<file path="src/rtl/id_ex_pipe_reg_pkg.sv">
`default_nettype none
// ============================================================================
// Module      : id_ex_pipe_reg_pkg
// Description : Shared encodings for the ID/EX boundary: load/store type
//               codes, opcode/func constants, the decoded-control bundle
//               type and the bubble value of that bundle.
// Revision    : 1.0 - initial release
// ============================================================================
package id_ex_pipe_reg_pkg;

    // Load type encodings (LOAD_DEF marks "no load" / bubble)
    localparam logic [2:0] LOAD_LB  = 3'b000;
    localparam logic [2:0] LOAD_LH  = 3'b001;
    localparam logic [2:0] LOAD_LW  = 3'b010;
    localparam logic [2:0] LOAD_LBU = 3'b100;
    localparam logic [2:0] LOAD_LHU = 3'b101;
    localparam logic [2:0] LOAD_DEF = 3'b111;

    // Store type encodings (STORE_DEF marks "no store" / bubble)
    localparam logic [1:0] STORE_SB  = 2'b00;
    localparam logic [1:0] STORE_SH  = 2'b01;
    localparam logic [1:0] STORE_SW  = 2'b10;
    localparam logic [1:0] STORE_DEF = 2'b11;

    // Opcode / func constants shared with the decoder
    localparam logic [6:0] OPC_LOAD   = 7'b0000011;
    localparam logic [6:0] OPC_STORE  = 7'b0100011;
    localparam logic [6:0] OPC_OP     = 7'b0110011;
    localparam logic [6:0] OPC_OP_IMM = 7'b0010011;
    localparam logic [6:0] OPC_BRANCH = 7'b1100011;
    localparam logic [2:0] F3_ADD_SUB = 3'b000;
    localparam logic [6:0] F7_ADD     = 7'h00;
    localparam logic [6:0] F7_SUB     = 7'h20;

    // Decoded control bundle carried from ID to EX
    typedef struct packed {
        logic       ex_alu_src;
        logic       mem_write;
        logic       wb_load;
        logic       wb_reg_file;
        logic [2:0] mem_load_type;
        logic [1:0] mem_store_type;
    } ctrl_t;

    // Control value of a bubble: no memory or register-file side effects
    localparam ctrl_t BUBBLE_CTRL = '{
        ex_alu_src:     1'b0,
        mem_write:      1'b0,
        wb_load:        1'b0,
        wb_reg_file:    1'b0,
        mem_load_type:  LOAD_DEF,
        mem_store_type: STORE_DEF
    };

    // An invalid instruction must never carry live controls into EX
    function automatic ctrl_t ctrl_gate(input ctrl_t c, input logic valid);
        return valid ? c : BUBBLE_CTRL;
    endfunction

endpackage
`default_nettype wire

</file>
<file path="src/rtl/id_ex_hazard_detect.sv">
`default_nettype none
// ============================================================================
// Module      : id_ex_hazard_detect
// Description : Combinational load-use hazard detection between the
//               instruction in EX and the one in decode. Kept separate so a
//               forwarding unit can reuse it.
// Revision    : 1.0 - initial release
// ============================================================================
module id_ex_hazard_detect #(
    parameter int REG_AW = 5
) (
    input  logic              ex_valid,
    input  logic              ex_wb_load,
    input  logic [REG_AW-1:0] ex_rd,
    input  logic              ex_flush,
    input  logic              id_valid,
    input  logic              id_uses_rs1,
    input  logic [REG_AW-1:0] id_rs1,
    input  logic              id_uses_rs2,
    input  logic [REG_AW-1:0] id_rs2,
    output logic              hazard,
    output logic              load_use_stall
);

    // A live load to a non-x0 register feeding a real source operand; a
    // flush kills the decode instruction so no stall is needed then.
    always_comb begin
        hazard = ex_valid && ex_wb_load && (ex_rd != '0) && id_valid &&
                 ((id_uses_rs1 && (id_rs1 == ex_rd)) ||
                  (id_uses_rs2 && (id_rs2 == ex_rd)));
        load_use_stall = hazard && !ex_flush;
    end

endmodule
`default_nettype wire

</file>
<file path="src/rtl/id_ex_pipe_reg.sv">
`default_nettype none
// ============================================================================
// Module      : id_ex_pipe_reg
// Description : ID/EX pipeline register with load-use bubble insertion,
//               downstream stall hold and EX-redirect flush.
//               Optional macro ID_EX_PERF_EN adds saturating bubble/flush
//               performance counters.
// Revision    : 1.0 - initial release
// ============================================================================
module id_ex_pipe_reg
    import id_ex_pipe_reg_pkg::*;
#(
    parameter int XLEN   = 32,
    parameter int REG_AW = 5
) (
    input  logic              clk,
    input  logic              rst_n,
    input  logic              id_valid,
    input  logic [XLEN-1:0]   id_pc,
    input  logic [XLEN-1:0]   id_rs1_data,
    input  logic [XLEN-1:0]   id_rs2_data,
    input  logic [XLEN-1:0]   id_imm,
    input  logic [REG_AW-1:0] id_rs1,
    input  logic [REG_AW-1:0] id_rs2,
    input  logic [REG_AW-1:0] id_rd,
    input  logic              id_uses_rs1,
    input  logic              id_uses_rs2,
    input  logic [2:0]        id_func3,
    input  logic [6:0]        id_func7,
    input  logic              id_ex_alu_src,
    input  logic              id_mem_write,
    input  logic              id_wb_load,
    input  logic              id_wb_reg_file,
    input  logic [2:0]        id_mem_load_type,
    input  logic [1:0]        id_mem_store_type,
    input  logic              ex_stall,
    input  logic              ex_flush,
    output logic              load_use_stall,
    output logic              ex_valid,
    output logic [XLEN-1:0]   ex_pc,
    output logic [XLEN-1:0]   ex_rs1_data,
    output logic [XLEN-1:0]   ex_rs2_data,
    output logic [XLEN-1:0]   ex_imm,
    output logic [REG_AW-1:0] ex_rs1,
    output logic [REG_AW-1:0] ex_rs2,
    output logic [REG_AW-1:0] ex_rd,
    output logic [2:0]        ex_func3,
    output logic [6:0]        ex_func7,
    output logic              ex_ex_alu_src,
    output logic              ex_mem_write,
    output logic              ex_wb_load,
    output logic              ex_wb_reg_file,
    output logic [2:0]        ex_mem_load_type,
    output logic [1:0]        ex_mem_store_type
`ifdef ID_EX_PERF_EN
    ,
    output logic [31:0]       perf_bubble_cnt,
    output logic [31:0]       perf_flush_cnt
`endif
);

    logic              r_valid;
    logic [XLEN-1:0]   r_pc;
    logic [XLEN-1:0]   r_rs1_data;
    logic [XLEN-1:0]   r_rs2_data;
    logic [XLEN-1:0]   r_imm;
    logic [REG_AW-1:0] r_rs1;
    logic [REG_AW-1:0] r_rs2;
    logic [REG_AW-1:0] r_rd;
    logic [2:0]        r_func3;
    logic [6:0]        r_func7;
    ctrl_t             r_ctrl;

    logic              w_hazard;
    ctrl_t             w_id_ctrl;

    assign w_id_ctrl = '{
        ex_alu_src:     id_ex_alu_src,
        mem_write:      id_mem_write,
        wb_load:        id_wb_load,
        wb_reg_file:    id_wb_reg_file,
        mem_load_type:  id_mem_load_type,
        mem_store_type: id_mem_store_type
    };

    id_ex_hazard_detect #(
        .REG_AW (REG_AW)
    ) u_hazard (
        .ex_valid       (r_valid),
        .ex_wb_load     (r_ctrl.wb_load),
        .ex_rd          (r_rd),
        .ex_flush       (ex_flush),
        .id_valid       (id_valid),
        .id_uses_rs1    (id_uses_rs1),
        .id_rs1         (id_rs1),
        .id_uses_rs2    (id_uses_rs2),
        .id_rs2         (id_rs2),
        .hazard         (w_hazard),
        .load_use_stall (load_use_stall)
    );

    // Register bank: flush beats stall beats hazard bubble beats capture
    always_ff @(posedge clk or negedge rst_n) begin
        if (!rst_n) begin
            r_valid    <= 1'b0;
            r_pc       <= '0;
            r_rs1_data <= '0;
            r_rs2_data <= '0;
            r_imm      <= '0;
            r_rs1      <= '0;
            r_rs2      <= '0;
            r_rd       <= '0;
            r_func3    <= '0;
            r_func7    <= '0;
            r_ctrl     <= BUBBLE_CTRL;
        end else if (ex_flush || (!ex_stall && w_hazard)) begin
            r_valid    <= 1'b0;
            r_pc       <= '0;
            r_rs1_data <= '0;
            r_rs2_data <= '0;
            r_imm      <= '0;
            r_rs1      <= '0;
            r_rs2      <= '0;
            r_rd       <= '0;
            r_func3    <= '0;
            r_func7    <= '0;
            r_ctrl     <= BUBBLE_CTRL;
        end else if (!ex_stall) begin
            r_valid    <= id_valid;
            r_pc       <= id_pc;
            r_rs1_data <= id_rs1_data;
            r_rs2_data <= id_rs2_data;
            r_imm      <= id_imm;
            r_rs1      <= id_rs1;
            r_rs2      <= id_rs2;
            r_rd       <= id_rd;
            r_func3    <= id_func3;
            r_func7    <= id_func7;
            r_ctrl     <= ctrl_gate(w_id_ctrl, id_valid);
        end
    end

    assign ex_valid          = r_valid;
    assign ex_pc             = r_pc;
    assign ex_rs1_data       = r_rs1_data;
    assign ex_rs2_data       = r_rs2_data;
    assign ex_imm            = r_imm;
    assign ex_rs1            = r_rs1;
    assign ex_rs2            = r_rs2;
    assign ex_rd             = r_rd;
    assign ex_func3          = r_func3;
    assign ex_func7          = r_func7;
    assign ex_ex_alu_src     = r_ctrl.ex_alu_src;
    assign ex_mem_write      = r_ctrl.mem_write;
    assign ex_wb_load        = r_ctrl.wb_load;
    assign ex_wb_reg_file    = r_ctrl.wb_reg_file;
    assign ex_mem_load_type  = r_ctrl.mem_load_type;
    assign ex_mem_store_type = r_ctrl.mem_store_type;

`ifdef ID_EX_PERF_EN
    logic [31:0] r_bubble_cnt;
    logic [31:0] r_flush_cnt;

    // Saturating counters; a stall suppresses counting unless flushed
    always_ff @(posedge clk or negedge rst_n) begin
        if (!rst_n) begin
            r_bubble_cnt <= '0;
            r_flush_cnt  <= '0;
        end else begin
            if (ex_flush && (r_flush_cnt != '1)) begin
                r_flush_cnt <= r_flush_cnt + 32'd1;
            end
            if (!ex_flush && !ex_stall && w_hazard && (r_bubble_cnt != '1)) begin
                r_bubble_cnt <= r_bubble_cnt + 32'd1;
            end
        end
    end

    assign perf_bubble_cnt = r_bubble_cnt;
    assign perf_flush_cnt  = r_flush_cnt;
`endif

endmodule
`default_nettype wire

</file>
<file path="config.mk">
export PLATFORM = sky130hd
export DESIGN_NAME = id_ex_pipe_reg
export DESIGN_NICKNAME = d
export VERILOG_FILES = /design/src/rtl/id_ex_pipe_reg_pkg.sv /design/src/rtl/id_ex_hazard_detect.sv /design/src/rtl/id_ex_pipe_reg.sv
export SDC_FILE = /design/constraint.sdc
export NUM_CORES = 1
export LEC_CHECK = 0
export BUFFER_PORTS_ARGS = -buffer_cell sky130_fd_sc_hd__buf_2
export CAP_MARGIN = 30
export CORE_MARGIN = 1.5
export CORE_UTILIZATION = 54
export DETAILED_ROUTE_END_ITERATION = 10
export GPL_TIMING_DRIVEN = 0
export PLACE_DENSITY = 0.83
export SETUP_SLACK_MARGIN = 0.15
export SLEW_MARGIN = 25
export SYNTH_ARGS = -nofsm -noshare
export SYNTH_HDL_FRONTEND = slang
export SYNTH_SLANG_ARGS = --single-unit
</file>
<file path="constraint.sdc">
create_clock -name clk -period 5.3 [get_ports clk]
set_input_delay 0.53 -clock clk [delete_from_list [all_inputs] [get_ports clk]]
set_output_delay 0.53 -clock clk [all_outputs]
set_load 0.02 [all_outputs]
</file>
==> parameters.txt, run 1 <==
Parameter                              Value

Run status
  Outcome ... completed

Setup path
  Critical path startpoint category ... flop
  Endpoint required time on the critical path ... 4.77 ns
  Largest stage delay on the critical path ... 0.59 ns
  Internal reg-to-reg setup slack ... 3.07 ns
  Worst-path maximum fanout ... 10
  Depth of the worst register-to-register path ... 7
  Cell chain of the critical path ... or4_4 -> o21ai_4 -> buf_4 -> buf_4 -> nor3_1 -> buf_2
  Kind of end point of the critical path ... output pin
  Class of the most critical setup path ... flop to output pin
  Category of cells accounting for the largest share of critical-path delay ... simple AND/OR/NAND/NOR gates
  Master of the slowest instance on the critical path ... sky130_fd_sc_hd__or4_4
  Crit path top cell by count ... sky130_fd_sc_hd__buf_4
  Worst Path Arrival ... 2.34 ns
  Destination of the worst register-to-register timing path ... ex_wb_reg_file
  Bufs and invs on worst path ... 3
  Startpoint of the most critical register-to-register path ... ex_rd[1]

Hold path
  Path class of the lowest-slack min-delay path ... primary input to async pin

Logic synthesis
  Area share of the largest cell type after synthesis ... 45.4%
  Area of the mapped netlist ... 8720 um^2
  Average cell area after synthesis ... 9.42 um^2
  Total number of yosys warnings ... 0
  Synth top area cells ... sky130_fd_sc_hd__dfrtp_1 (45%), sky130_fd_sc_hd__a32oi_1 (15%), sky130_fd_sc_hd__nor3b_1 (13%)
  Post-synth net total ... 1,094
  Synthesized netlist cell count ... 925
  Number of distinct library cell variants in the gate-level netlist after synthesis ... 31
  Cell taking the most area after synthesis ... sky130_fd_sc_hd__dfrtp_1
  Register bit count reported by yosys ... 163
  Sequential share of the synthesized area ... 46.9%

Floorplan
  Number of rows in the core area ... 46
  Core area ... 15,800 um^2
  X dimension of the die ... 130 um
  Total die area ... 16,900 um^2
  Top Ports ... 333
  Effective utilization at floorplan ... 55.1%
  Die height ... 130 um

Finish
  Signed area change from the synthesized netlist to the final layout ... 30.3%
  Leading cell type in the layout, fill and taps excluded ... sky130_fd_sc_hd__buf_2
  Most frequent cells in the layout ... sky130_fd_sc_hd__buf_2 (348), sky130_fd_sc_hd__dfrtp_1 (158), sky130_fd_sc_hd__nor3b_1 (153)
  Number of nets in the final layout ... 1,446
  Fraction of layout instances using a drive strength above 1 ... 31.2%
  Filler cell count in the final layout ... 1,176

Clock tree
  Number of sinks on the clock net ... 163
  Total clock buffers created by CTS ... 17
  Number of gates resized after CTS ... 0
  CTS Buffer Depth ... 2
  Later-pin clock latency in the skew report ... 0.43 ns
  Clock tree from TritonCTS ... yes
  Clock-pin slew on the worst setup and hold paths ... 0.07 ns
  Level count of the clock H-tree ... 4
  CTS root buf ... sky130_fd_sc_hd__clkbuf_16
  CTS Hold Bufs ... 0
  Post-CTS setup buffer count ... 0

Timing
  Final worst-path cycle share ... 54.2%
  Final hold vios ... 0
  Maximum frequency from static timing analysis ... 0.348 GHz
  Min setup slack post-route ... 2.43 ns
  Setup tns final ... 0 ns
  Setup repair after global routing missed its margin ... false
  Slew HR ... 48.0%
  Finish-stage setup viols ... 0
  Clock Skew ... 0.00941 ns
  Final Max Slew Viols ... 0
  Slew of the pin with the lowest slew margin ... 0.780 ns
  Shortest clock period the worst path allows after layout ... 2.87 ns

Detailed routing
  Detail Route Antenna Nets ... 0
  Violation count after the first detailed-route iteration ... 720
  Length of the first detailed-routing pass in iterations ... 5
  Routed wire per std cell ... 18.7 um
  Number of DRC violations after detailed routing ... 0
  Via count ... 8,901
  Total wirelength of the detailed-routed design ... 28,200 um
  Routed via count divided by cell count ... 5.90

Global route
  Gr busiest metal ... met2
  Maximum number of pins on one net before global-route repair ... 83
  Met3 usage in global routing ... 8.57%
  Total global-route track usage ... 32.6%
  Number of global-route vias before repair ... 8,345
  Met2 layer usage reported by global route ... 53.2%
  Global-route wire length before repair ... 42,900 um
  Global-route track usage on met1 ... 40.6%
  Total congestion overflow ... 0
  Initial antenna violation count ... 2

Pwr
  Power Density ... 313 nW/um^2
  Lkg Pwr ... 0.00504 uW
  Maximum vdd ir drop ... 0.000235 V

Placement
  Placed wire-length estimate after detailed placement ... 20,200 um
  Final weighted congestion in routability-driven placement ... 0.870
  Total of buffers placed on input and output ports ... 332
  DP Worst Slack ... 2.76 ns

Run
  Max-capacitance violation count ... 0
-- synthesized netlist by cell type --
| master | instances |
|---|---|
| sky130_fd_sc_hd__o21a_1 | 1 |
| sky130_fd_sc_hd__dfstp_2 | 5 |
| sky130_fd_sc_hd__a32o_1 | 10 |
| sky130_fd_sc_hd__o21ai_0 | 39 |
| sky130_fd_sc_hd__a22oi_1 | 1 |
| sky130_fd_sc_hd__and2_1 | 1 |
| sky130_fd_sc_hd__o21ai_1 | 109 |
| sky130_fd_sc_hd__inv_1 | 143 |
| sky130_fd_sc_hd__a32oi_1 | 147 |
| sky130_fd_sc_hd__clkbuf_1 | 65 |
| sky130_fd_sc_hd__nor3_1 | 1 |
| sky130_fd_sc_hd__nor3b_1 | 153 |
| sky130_fd_sc_hd__nor2_1 | 6 |
| sky130_fd_sc_hd__o32ai_1 | 5 |
| sky130_fd_sc_hd__inv_2 | 1 |
| sky130_fd_sc_hd__nand2_1 | 8 |
| sky130_fd_sc_hd__buf_4 | 3 |
| sky130_fd_sc_hd__nand4_1 | 2 |
| sky130_fd_sc_hd__and3_1 | 1 |
| sky130_fd_sc_hd__buf_2 | 17 |
| sky130_fd_sc_hd__dfrtp_1 | 158 |
| sky130_fd_sc_hd__or4_4 | 1 |
| sky130_fd_sc_hd__nor2b_1 | 1 |
| sky130_fd_sc_hd__a21o_1 | 10 |
| sky130_fd_sc_hd__o21ai_4 | 1 |
| sky130_fd_sc_hd__o22a_1 | 1 |
| sky130_fd_sc_hd__clkbuf_2 | 11 |
| sky130_fd_sc_hd__o22ai_1 | 1 |
| sky130_fd_sc_hd__buf_1 | 8 |
| sky130_fd_sc_hd__a21oi_1 | 5 |
| sky130_fd_sc_hd__xnor2_1 | 10 |
-- metal layers --
metal  routed length (um)  up-vias
met1                11300     4299
met2                13700      433
met3                 2280       65
met4                  996        0
met5                    0        -
li1                     -     4104
-- through the flow --
step	cells	hold WS, ns	utilization (%)	cell area (um^2)	power [uW]
floorplan	925	0.234	-	8720	1870
global placement	1473	0.471	67.3	10600	2170
detailed placement	1474	0.479	67.5	10700	2190
CTS	1506	0.110	71.7	11300	3560
global route	1509	0.133	71.7	11400	3690
finish	1509	0.0757	71.7	11400	3560
-- flip-flops by register name (all words and copies together) (netlist names) --
register	cells
ex_func7	7
ex_mem_write	1
ex_mem_load_type	3
ex_wb_load	1
ex_func3	3
ex_valid	1
ex_rs1_data	32
ex_imm	32
ex_rs1	5
ex_wb_reg_file	1
ex_rs2_data	32
ex_mem_store_type	2
ex_rd	5
ex_rs2	5
ex_ex_alu_src	1
ex_pc	32
-- where the power goes --
group | leakage, uW | switching (uW) | internal (uW)
Clock | 0.000312 | 522 | 863
Sequential | 0.00207 | 77.0 | 1370
Combinational | 0.00266 | 465 | 263
-- worst register-to-register path, delay by kind of cell, from the launching register on --
family | cells | cell delay, ns
xor+xnor | 1 | 0.17
buf+inv | 3 | 0.91
compound gates | 2 | 0.51
simple gates | 1 | 0.13
flops | 1 | 0.37
-- cell families after synthesis --
| group | synth area share (%) |
|---|---|
| simple gates | 14.3 |
| buf+inv | 11.2 |
| xor+xnor | 1.00 |
| flops | 46.9 |
| compound gates | 26.6 |
-- layout make-up --
cell class              count  area, um^2  share of cell area, %
clock inverters            12         204                   1.80
diodes                      3        7.51                 0.0661
plain buffers             104         437                   3.85
well taps                 216         270                   2.38
flip-flops and latches    163        4090                   36.0
clock buffers              20         457                   4.02
multi-input cells         514        3650                   32.2
inverters                 144         541                   4.76
repair buffers            333        1700                   15.0
-- how the worst max path moves through the flow --
stage	cells past startpoint	from	end	slack, ns
2_1_floorplan	6	ex_rd[1]	load_use_stall	2.87
3_3_place_gp	1	rst_n	ex_rs1_data[20]	1.13
3_5_place_dp	5	ex_flush	load_use_stall	2.76
4_1_cts	6	ex_rd[0]	load_use_stall	2.42
5_1_grt	7	ex_rd[1]	load_use_stall	2.30
6_report	6	ex_rd[0]	load_use_stall	2.43
Power figures use the tool's default switching activity.
==> run 2, diff against run 1 <==
ABC_AREA = 1   (was not set)
CORE_UTILIZATION = 42   (was 54)
PLACE_DENSITY = 0.73   (was 0.83)
clock period = 2.6 ns   (was 5.3 ns; I/O delays follow)
==> run 2 against run 1 <==
  * Cell count fell by 20%
  * Combinational power rose by 27%
  * Clock-buffer cell count fell by 1
  * Global-route usage fell by 12 points
  * Via count fell by 38%
  * Synthesized area fell by 21%
  * Critical endpoint unchanged
  * Non-clock buffer count fell by 66
==> parameters.txt, run 2 <==
Parameter                              Value

Run status
  Outcome ... completed

Logic synthesis
  Simple-gate share of the synthesized area ... 13.7%
  Post-synth net total ... 787
  Most numerous cell in the Yosys netlist ... sky130_fd_sc_hd__nor2_1
  Register bit count reported by yosys ... 163
  Main combinational cell family by area after synthesis ... multiplexers
  Sequential share of the synthesized area ... 59.7%
  Proportion of register bits with asynchronous set or reset after synthesis ... 100%
  Synthesized netlist cell count ... 618
  Mux cell area share after synthesis ... 21.1%
  Total number of yosys warnings ... 0
  Synth top area cells ... sky130_fd_sc_hd__dfrtp_1 (58%), sky130_fd_sc_hd__mux2i_1 (21%), sky130_fd_sc_hd__nor2_1 (9.4%)
  Compound-cell area share of the yosys netlist ... 1.02%
  Cell taking the most area after synthesis ... sky130_fd_sc_hd__dfrtp_1
  Number of enable flip-flop cells after synthesis ... 0
  Primary flip-flop cell chosen by synthesis mapping ... sky130_fd_sc_hd__dfrtp_1
  Area of the mapped netlist ... 6850 um^2
  Parity-gate share of the synthesized area counting xor and xnor cells ... 0%
  Number of distinct library cell variants in the gate-level netlist after synthesis ... 16
  Area share of the largest cell type after synthesis ... 57.8%
  Leading post-synthesis cells by instance count ... sky130_fd_sc_hd__nor2_1 (172), sky130_fd_sc_hd__dfrtp_1 (158), sky130_fd_sc_hd__mux2i_1 (144)
  Share of synthesized cell area in full adder, half adder and majority cells ... 0%
  Average cell area after synthesis ... 11.1 um^2

Setup path
  Worst Path Arrival ... 1.80 ns
  Critical path startpoint category ... flop
  Class of the most critical setup path ... flop to output pin
  Endpoint required time on the critical path ... 2.34 ns
  Kind of end point of the critical path ... output pin
  Worst-path maximum fanout ... 6

Finish
  Filler cell count in the final layout ... 1,436
  Signed area change from the synthesized netlist to the final layout ... 37.0%
  Most frequent cells in the layout ... sky130_fd_sc_hd__buf_2 (356), sky130_fd_sc_hd__nor2_1 (172), sky130_fd_sc_hd__dfrtp_1 (158)
  Non-Filler Cell Area, Final ... 9380 um^2
  Fraction of layout instances using a drive strength above 1 ... 41.1%
  Area of combinational cells with multiple inputs ... 2450 um^2
  Number of nets in the final layout ... 1,139
  Leading cell type in the layout, fill and taps excluded ... sky130_fd_sc_hd__buf_2
  Area used by sequential logic in the layout ... 4090 um^2

Detailed routing
  Via count ... 5,557
  Violation count after the first detailed-route iteration ... 210
  Routed via count divided by cell count ... 4.63
  Routed wire per std cell ... 14.9 um
  Number of DRC violations after detailed routing ... 0
  Length of the first detailed-routing pass in iterations ... 4
  Detail Route Antenna Nets ... 0
  Total wirelength of the detailed-routed design ... 17,900 um

Placement
  Placed standard-cell area ... 8810 um^2
  DP Worst Slack ... 0.754 ns
  Placed wire-length estimate after detailed placement ... 13,600 um
  Total of buffers placed on input and output ports ... 331
  Final weighted congestion in routability-driven placement ... 0.819

Floorplan
  Core area ... 15,900 um^2
  Die height ... 131 um
  Top Ports ... 333
  Effective utilization at floorplan ... 43.1%
  Number of rows in the core area ... 46
  Total die area ... 17,100 um^2
  X dimension of the die ... 131 um

Clock tree
  Number of gates resized after CTS ... 0
  Later-pin clock latency in the skew report ... 0.41 ns
  Clock tree from TritonCTS ... yes
  Clock-pin slew on the worst setup and hold paths ... 0.07 ns
  CTS root buf ... sky130_fd_sc_hd__clkbuf_16
  Number of sinks on the clock net ... 163
  Post-CTS setup buffer count ... 0
  Total clock buffers created by CTS ... 17
  Level count of the clock H-tree ... 4
  CTS Buffer Depth ... 2

Global route
  Initial antenna violation count ... 1
  Maximum number of pins on one net before global-route repair ... 93
  Total congestion overflow ... 0
  Total global-route track usage ... 20.9%
  Number of global-route vias before repair ... 5,466
  Global-route wire length before repair ... 27,400 um

Timing
  Shortest clock period the worst path allows after layout ... 2.06 ns
  Final worst-path cycle share ... 79.3%
  Setup repair after global routing missed its margin ... false
  WHS ... 0.101 ns
  Clock Skew ... 0.00792 ns
  Final hold vios ... 0
  Slew HR ... 63.0%
  Final Max Slew Viols ... 0
  Min setup slack post-route ... 0.539 ns
  Slew of the pin with the lowest slew margin ... 0.555 ns
  Finish-stage setup viols ... 0
  Maximum frequency from static timing analysis ... 0.485 GHz

Pwr
  Power Density ... 640 nW/um^2
  Maximum vdd ir drop ... 0.000417 V
  Lkg Pwr ... 0.00548 uW

Hold path
  Path class of the lowest-slack min-delay path ... primary input to flop

Run
  Max-capacitance violation count ... 0
[run 2: logic make-up after synthesis]
logic type	Yosys count
and+or+nand+nor	237
DFF	163
muxes	144
buffers and inverters	60
AOI/OAI and AO/OA	14
[run 2: what timing repair did]
item                                    in CTS  in global routing
hold buffers                                 1                  0
endpoints found under the setup margin       0                  0
hold endpoints to repair                    66                  0
[run 2: power by group]
part	total, uW	internal [uW]	switching, uW
clock network	2320	1280	1040
registers	2750	2680	76.8
logic	921	371	550
total	6000	4330	1660
[run 2: metrics by stage]
| step | cells | TNS, ns | util, % | total power [uW] |
|---|---|---|---|---|
| 3_3_place_gp | 1165 | -189.43 | 55.2 | 3710 |
| 5_1_grt | 1200 | 0 | 59.0 | 6270 |
| 4_1_cts | 1199 | 0 | 59.0 | 6070 |
| 2_1_floorplan | 618 | 0 | - | 3320 |
| 3_5_place_dp | 1166 | 0 | 55.5 | 3730 |
| 6_report | 1200 | 0 | 59.0 | 6000 |
[run 2: critical path, stage by stage, from the launching register on]
cell	delay (ns)
sky130_fd_sc_hd__dfrtp_1	0.42
sky130_fd_sc_hd__inv_1	0.11
sky130_fd_sc_hd__nand2_1	0.07
sky130_fd_sc_hd__nand2_1	0.06
sky130_fd_sc_hd__nor2_1	0.08
sky130_fd_sc_hd__nand3_1	0.08
sky130_fd_sc_hd__nand2_1	0.13
sky130_fd_sc_hd__nand2_1	0.15
sky130_fd_sc_hd__nor2_1	0.13
sky130_fd_sc_hd__buf_2	0.18
[run 2: path summary, 6_finish.rpt]
kind / startpoint / end / slack [ns] / depth (start not counted)
worst max-delay path: ex_rd[4] / load_use_stall / 0.54 / 9
worst min-delay path: id_rs1_data[26] / ex_rs1_data[26] / 0.10 / 3
worst max register to register: ex_rd[4] / ex_rs2_data[26] / 0.79 / 11
worst min register to register: ex_wb_reg_file / ex_wb_reg_file / 0.52 / 2
max in group asynchronous: rst_n / ex_imm[20] / 1.36 / 3
min in group asynchronous: rst_n / ex_rs2_data[31] / 0.39 / 2
[run 2: area by class of cell]
cell class	count	share of cell area (%)
clock buffer	19	4.83
tap	216	2.88
timing repair buffer	333	18.2
multi-input combinational	395	26.1
sequential	163	43.6
buffer	38	2.43
inverter	22	0.881
antenna	1	0.0267
clock inverter	13	1.08
[run 2: layer usage]
layer / vias to the layer above / global-route usage (%) / part of all wire [%]
li1: 2730 / - / -
met1: 2589 / 24.9 / 41
met2: 212 / 35.8 / 49
met3: 26 / 6.03 / 7.6
met4: 0 / 8.60 / 2.2
met5: - / 0 / 0
==> run 3, diff against run 2 <==
CORE_AREA = 2 2 129 131   (was not set)
CORE_MARGIN = not set   (was 1.5)
CORE_UTILIZATION = not set   (was 42)
DIE_AREA = 0 0 131 133   (was not set)
PLACE_DENSITY = 0.71   (was 0.73)
clock period = 2 ns   (was 2.6 ns; I/O delays follow)
==> run 3 against run 2 <==
  * Wire length is 5.9% higher
  * Via count is 1.5% higher
  * Design area is 1.5% higher
  * Combinational power is 32% higher
  * Critical path type unchanged
  * Utilization is 0.19 points lower
  * Register-to-register slack worse by 0.55 ns
  * Highest routed layer unchanged
  * Die area is 2.0% higher
==> parameters.txt, run 3 (synthesis results as in run 2) <==
Parameter                              Value

Finish
  Non-Filler Cell Area, Final ... 9520 um^2
  Fraction of layout instances using a drive strength above 1 ... 42.6%
  Leading cell type in the layout, fill and taps excluded ... sky130_fd_sc_hd__buf_2
  Signed area change from the synthesized netlist to the final layout ... 39.0%
  Number of nets in the final layout ... 1,146
  Final core area utilization ... 58.8%
  Most frequent cells in the layout ... sky130_fd_sc_hd__buf_2 (355), sky130_fd_sc_hd__nor2_1 (169), sky130_fd_sc_hd__dfrtp_1 (155)

Clock tree
  Number of sinks on the clock net ... 163
  Clock-pin slew on the worst setup and hold paths ... 0.07 ns
  Clock tree from TritonCTS ... yes
  Level count of the clock H-tree ... 4
  Later-pin clock latency in the skew report ... 0.43 ns
  CTS Buffer Depth ... 2
  Total clock buffers created by CTS ... 17
  CTS root buf ... sky130_fd_sc_hd__clkbuf_16

Pwr
  Lkg Pwr ... 0.00556 uW
  Power Density ... 849 nW/um^2
  Maximum vdd ir drop ... 0.000530 V

Timing
  Final Max Slew Viols ... 0
  Shortest clock period the worst path allows after layout ... 1.81 ns
  Maximum frequency from static timing analysis ... 0.551 GHz
  Setup repair after global routing missed its margin ... true
  Finish-stage setup viols ... 0
  Final hold vios ... 0
  Final worst-path cycle share ... 90.7%
  Clock Skew ... 0.00737 ns
  Slew HR ... 60.6%
  Slew of the pin with the lowest slew margin ... 0.591 ns

Floorplan
  Number of rows in the core area ... 47
  Total die area ... 17,400 um^2
  Top Ports ... 333
  X dimension of the die ... 131 um
  Core area ... 16,200 um^2
  Effective utilization at floorplan ... 42.3%
  Die height ... 133 um

Placement
  Placed wire-length estimate after detailed placement ... 14,200 um
  Final weighted congestion in routability-driven placement ... 0.813
  Total of buffers placed on input and output ports ... 331
  Placed standard-cell area ... 8810 um^2

Run
  Max-capacitance violation count ... 0

Detailed routing
  Number of DRC violations after detailed routing ... 0
  Length of the first detailed-routing pass in iterations ... 4
  Routed wire per std cell ... 15.6 um
  Via count ... 5,643
  Total wirelength of the detailed-routed design ... 18,900 um
  Violation count after the first detailed-route iteration ... 246
  Routed via count divided by cell count ... 4.66
  Detail Route Antenna Nets ... 0

Setup path
  Depth of the worst register-to-register path ... 11
  Category of cells accounting for the largest share of critical-path delay ... simple AND/OR/NAND/NOR gates
  Bufs and invs on worst path ... 2
  Cell chain of the critical path ... inv_2 -> nand2_2 -> nand2_1 -> nor2_1 -> nand3_1 -> nand2_2 -> nand2_4 -> nor2_4 -> buf_6
  Master of the slowest instance on the critical path ... sky130_fd_sc_hd__dfrtp_2
  Critical path startpoint category ... flop
  Largest stage delay on the critical path ... 0.40 ns
  Class of the most critical setup path ... flop to output pin
  Internal reg-to-reg setup slack ... 0.24 ns
  Endpoint required time on the critical path ... 1.80 ns
  Crit path top cell by count ... sky130_fd_sc_hd__nand2_2
  Worst-path maximum fanout ... 5
  Destination of the worst register-to-register timing path ... ex_rs1_data[17]
  Kind of end point of the critical path ... output pin
  Startpoint of the most critical register-to-register path ... ex_rd[4]
  Worst Path Arrival ... 1.61 ns

Hold path
  Hold Crit Start ... id_pc[16]
  Number of cells on the worst hold path ... 3
  Path class of the lowest-slack min-delay path ... primary input to flop
  Terminating pin of the worst hold path ... ex_pc[16]

Run status
  Outcome ... completed

Global route
  Number of global-route vias before repair ... 5,768
  Initial antenna violation count ... 2
  Maximum number of pins on one net before global-route repair ... 89
  Total congestion overflow ... 0
  Global-route wire length before repair ... 29,100 um
  Total global-route track usage ... 21.9%
==> run 3: cell types whose count changed in the layout (fill, tap and decap cells not counted), sizes merged <==
cell | previous run | this run
bufinv | 0 | 2
buf | 365 | 372
clkinvlp | 4 | 1
diode | 1 | 2
inv | 25 | 26
==> run 3: how the worst max path moves through the flow <==
stage / slack, ns / cells after the start / to / start
CTS: 0.13 / 9 / load_use_stall / ex_rd[4]
floorplan: 0.46 / 11 / ex_rs1_data[0] / ex_rd[3]
global route: 0.07 / 9 / load_use_stall / ex_rd[3]
detailed placement: 0.13 / 11 / ex_rs1_data[17] / ex_rd[4]
finish: 0.19 / 9 / load_use_stall / ex_rd[4]
global placement: -1.84 / 1 / ex_imm[10] / rst_n
==> run 3: metrics by stage <==
step / total power [uW] / hold slack (ns) / setup WS (ns) / TNS (ns) / cells
after global placement: 4830 / 0.452 / -1.84 / -293.90 / 1169
after global routing: 8470 / 0.0149 / 0.0731 / 0 / 1212
after floorplan: 4310 / -0.0956 / 0.458 / 0 / 618
after detailed placement: 4860 / 0.213 / 0.126 / 0 / 1170
final: 8080 / 0.0238 / 0.186 / 0 / 1212
after CTS: 8180 / 0.00984 / 0.132 / 0 / 1207
==> run 3: what timing repair did <==
action,4_1_cts,5_1_grt
gates resized for setup,8,9
hold endpoints to repair,75,0
gates cloned,0,0
endpoints found under the setup margin,62,156
setup buffers,4,3
hold buffers,1,0
pin swaps,3,4
==> run 3: final cells by class <==
class                      count  area [um^2]
antenna                        2         5.00
buffer                        38          228
clock buffer                  19          443
clock inverter                13          150
fill                        1407         6660
inverter                      22         82.6
multi-input combinational    395         2480
sequential                   163         4090
tap                          220          275
timing repair buffer         340         1760
==> run 3: worst reg2reg max path, stage by stage, from the launching register on <==
cell,delay [ns]
sky130_fd_sc_hd__dfrtp_2,0.40
sky130_fd_sc_hd__inv_2,0.06
sky130_fd_sc_hd__nand2_2,0.05
sky130_fd_sc_hd__nand2_1,0.06
sky130_fd_sc_hd__nor2_1,0.12
sky130_fd_sc_hd__nand3_1,0.10
sky130_fd_sc_hd__nand2_2,0.13
sky130_fd_sc_hd__nand3_1,0.14
sky130_fd_sc_hd__nand2_4,0.18
sky130_fd_sc_hd__buf_6,0.19
sky130_fd_sc_hd__buf_6,0.16
sky130_fd_sc_hd__nor2_1,0.06
==> run 3: per-layer routing <==
layer / up-vias / GRT usage [%] / wire, um
met5: - / 0 / 0
met2: 225 / 37.4 / 9430
met4: 0 / 9.28 / 574
li1: 2747 / - / -
met1: 2634 / 24.0 / 7120
met3: 37 / 8.57 / 1810
==> run 3: power breakdown <==
group	leakage [uW]	total, uW	internal [uW]	switching (uW)
sequential	0.00215	3580	3480	100
clock	0.000290	3280	1890	1380
combinational	0.00312	1220	492	729
total	0.00556	8080	5870	2210
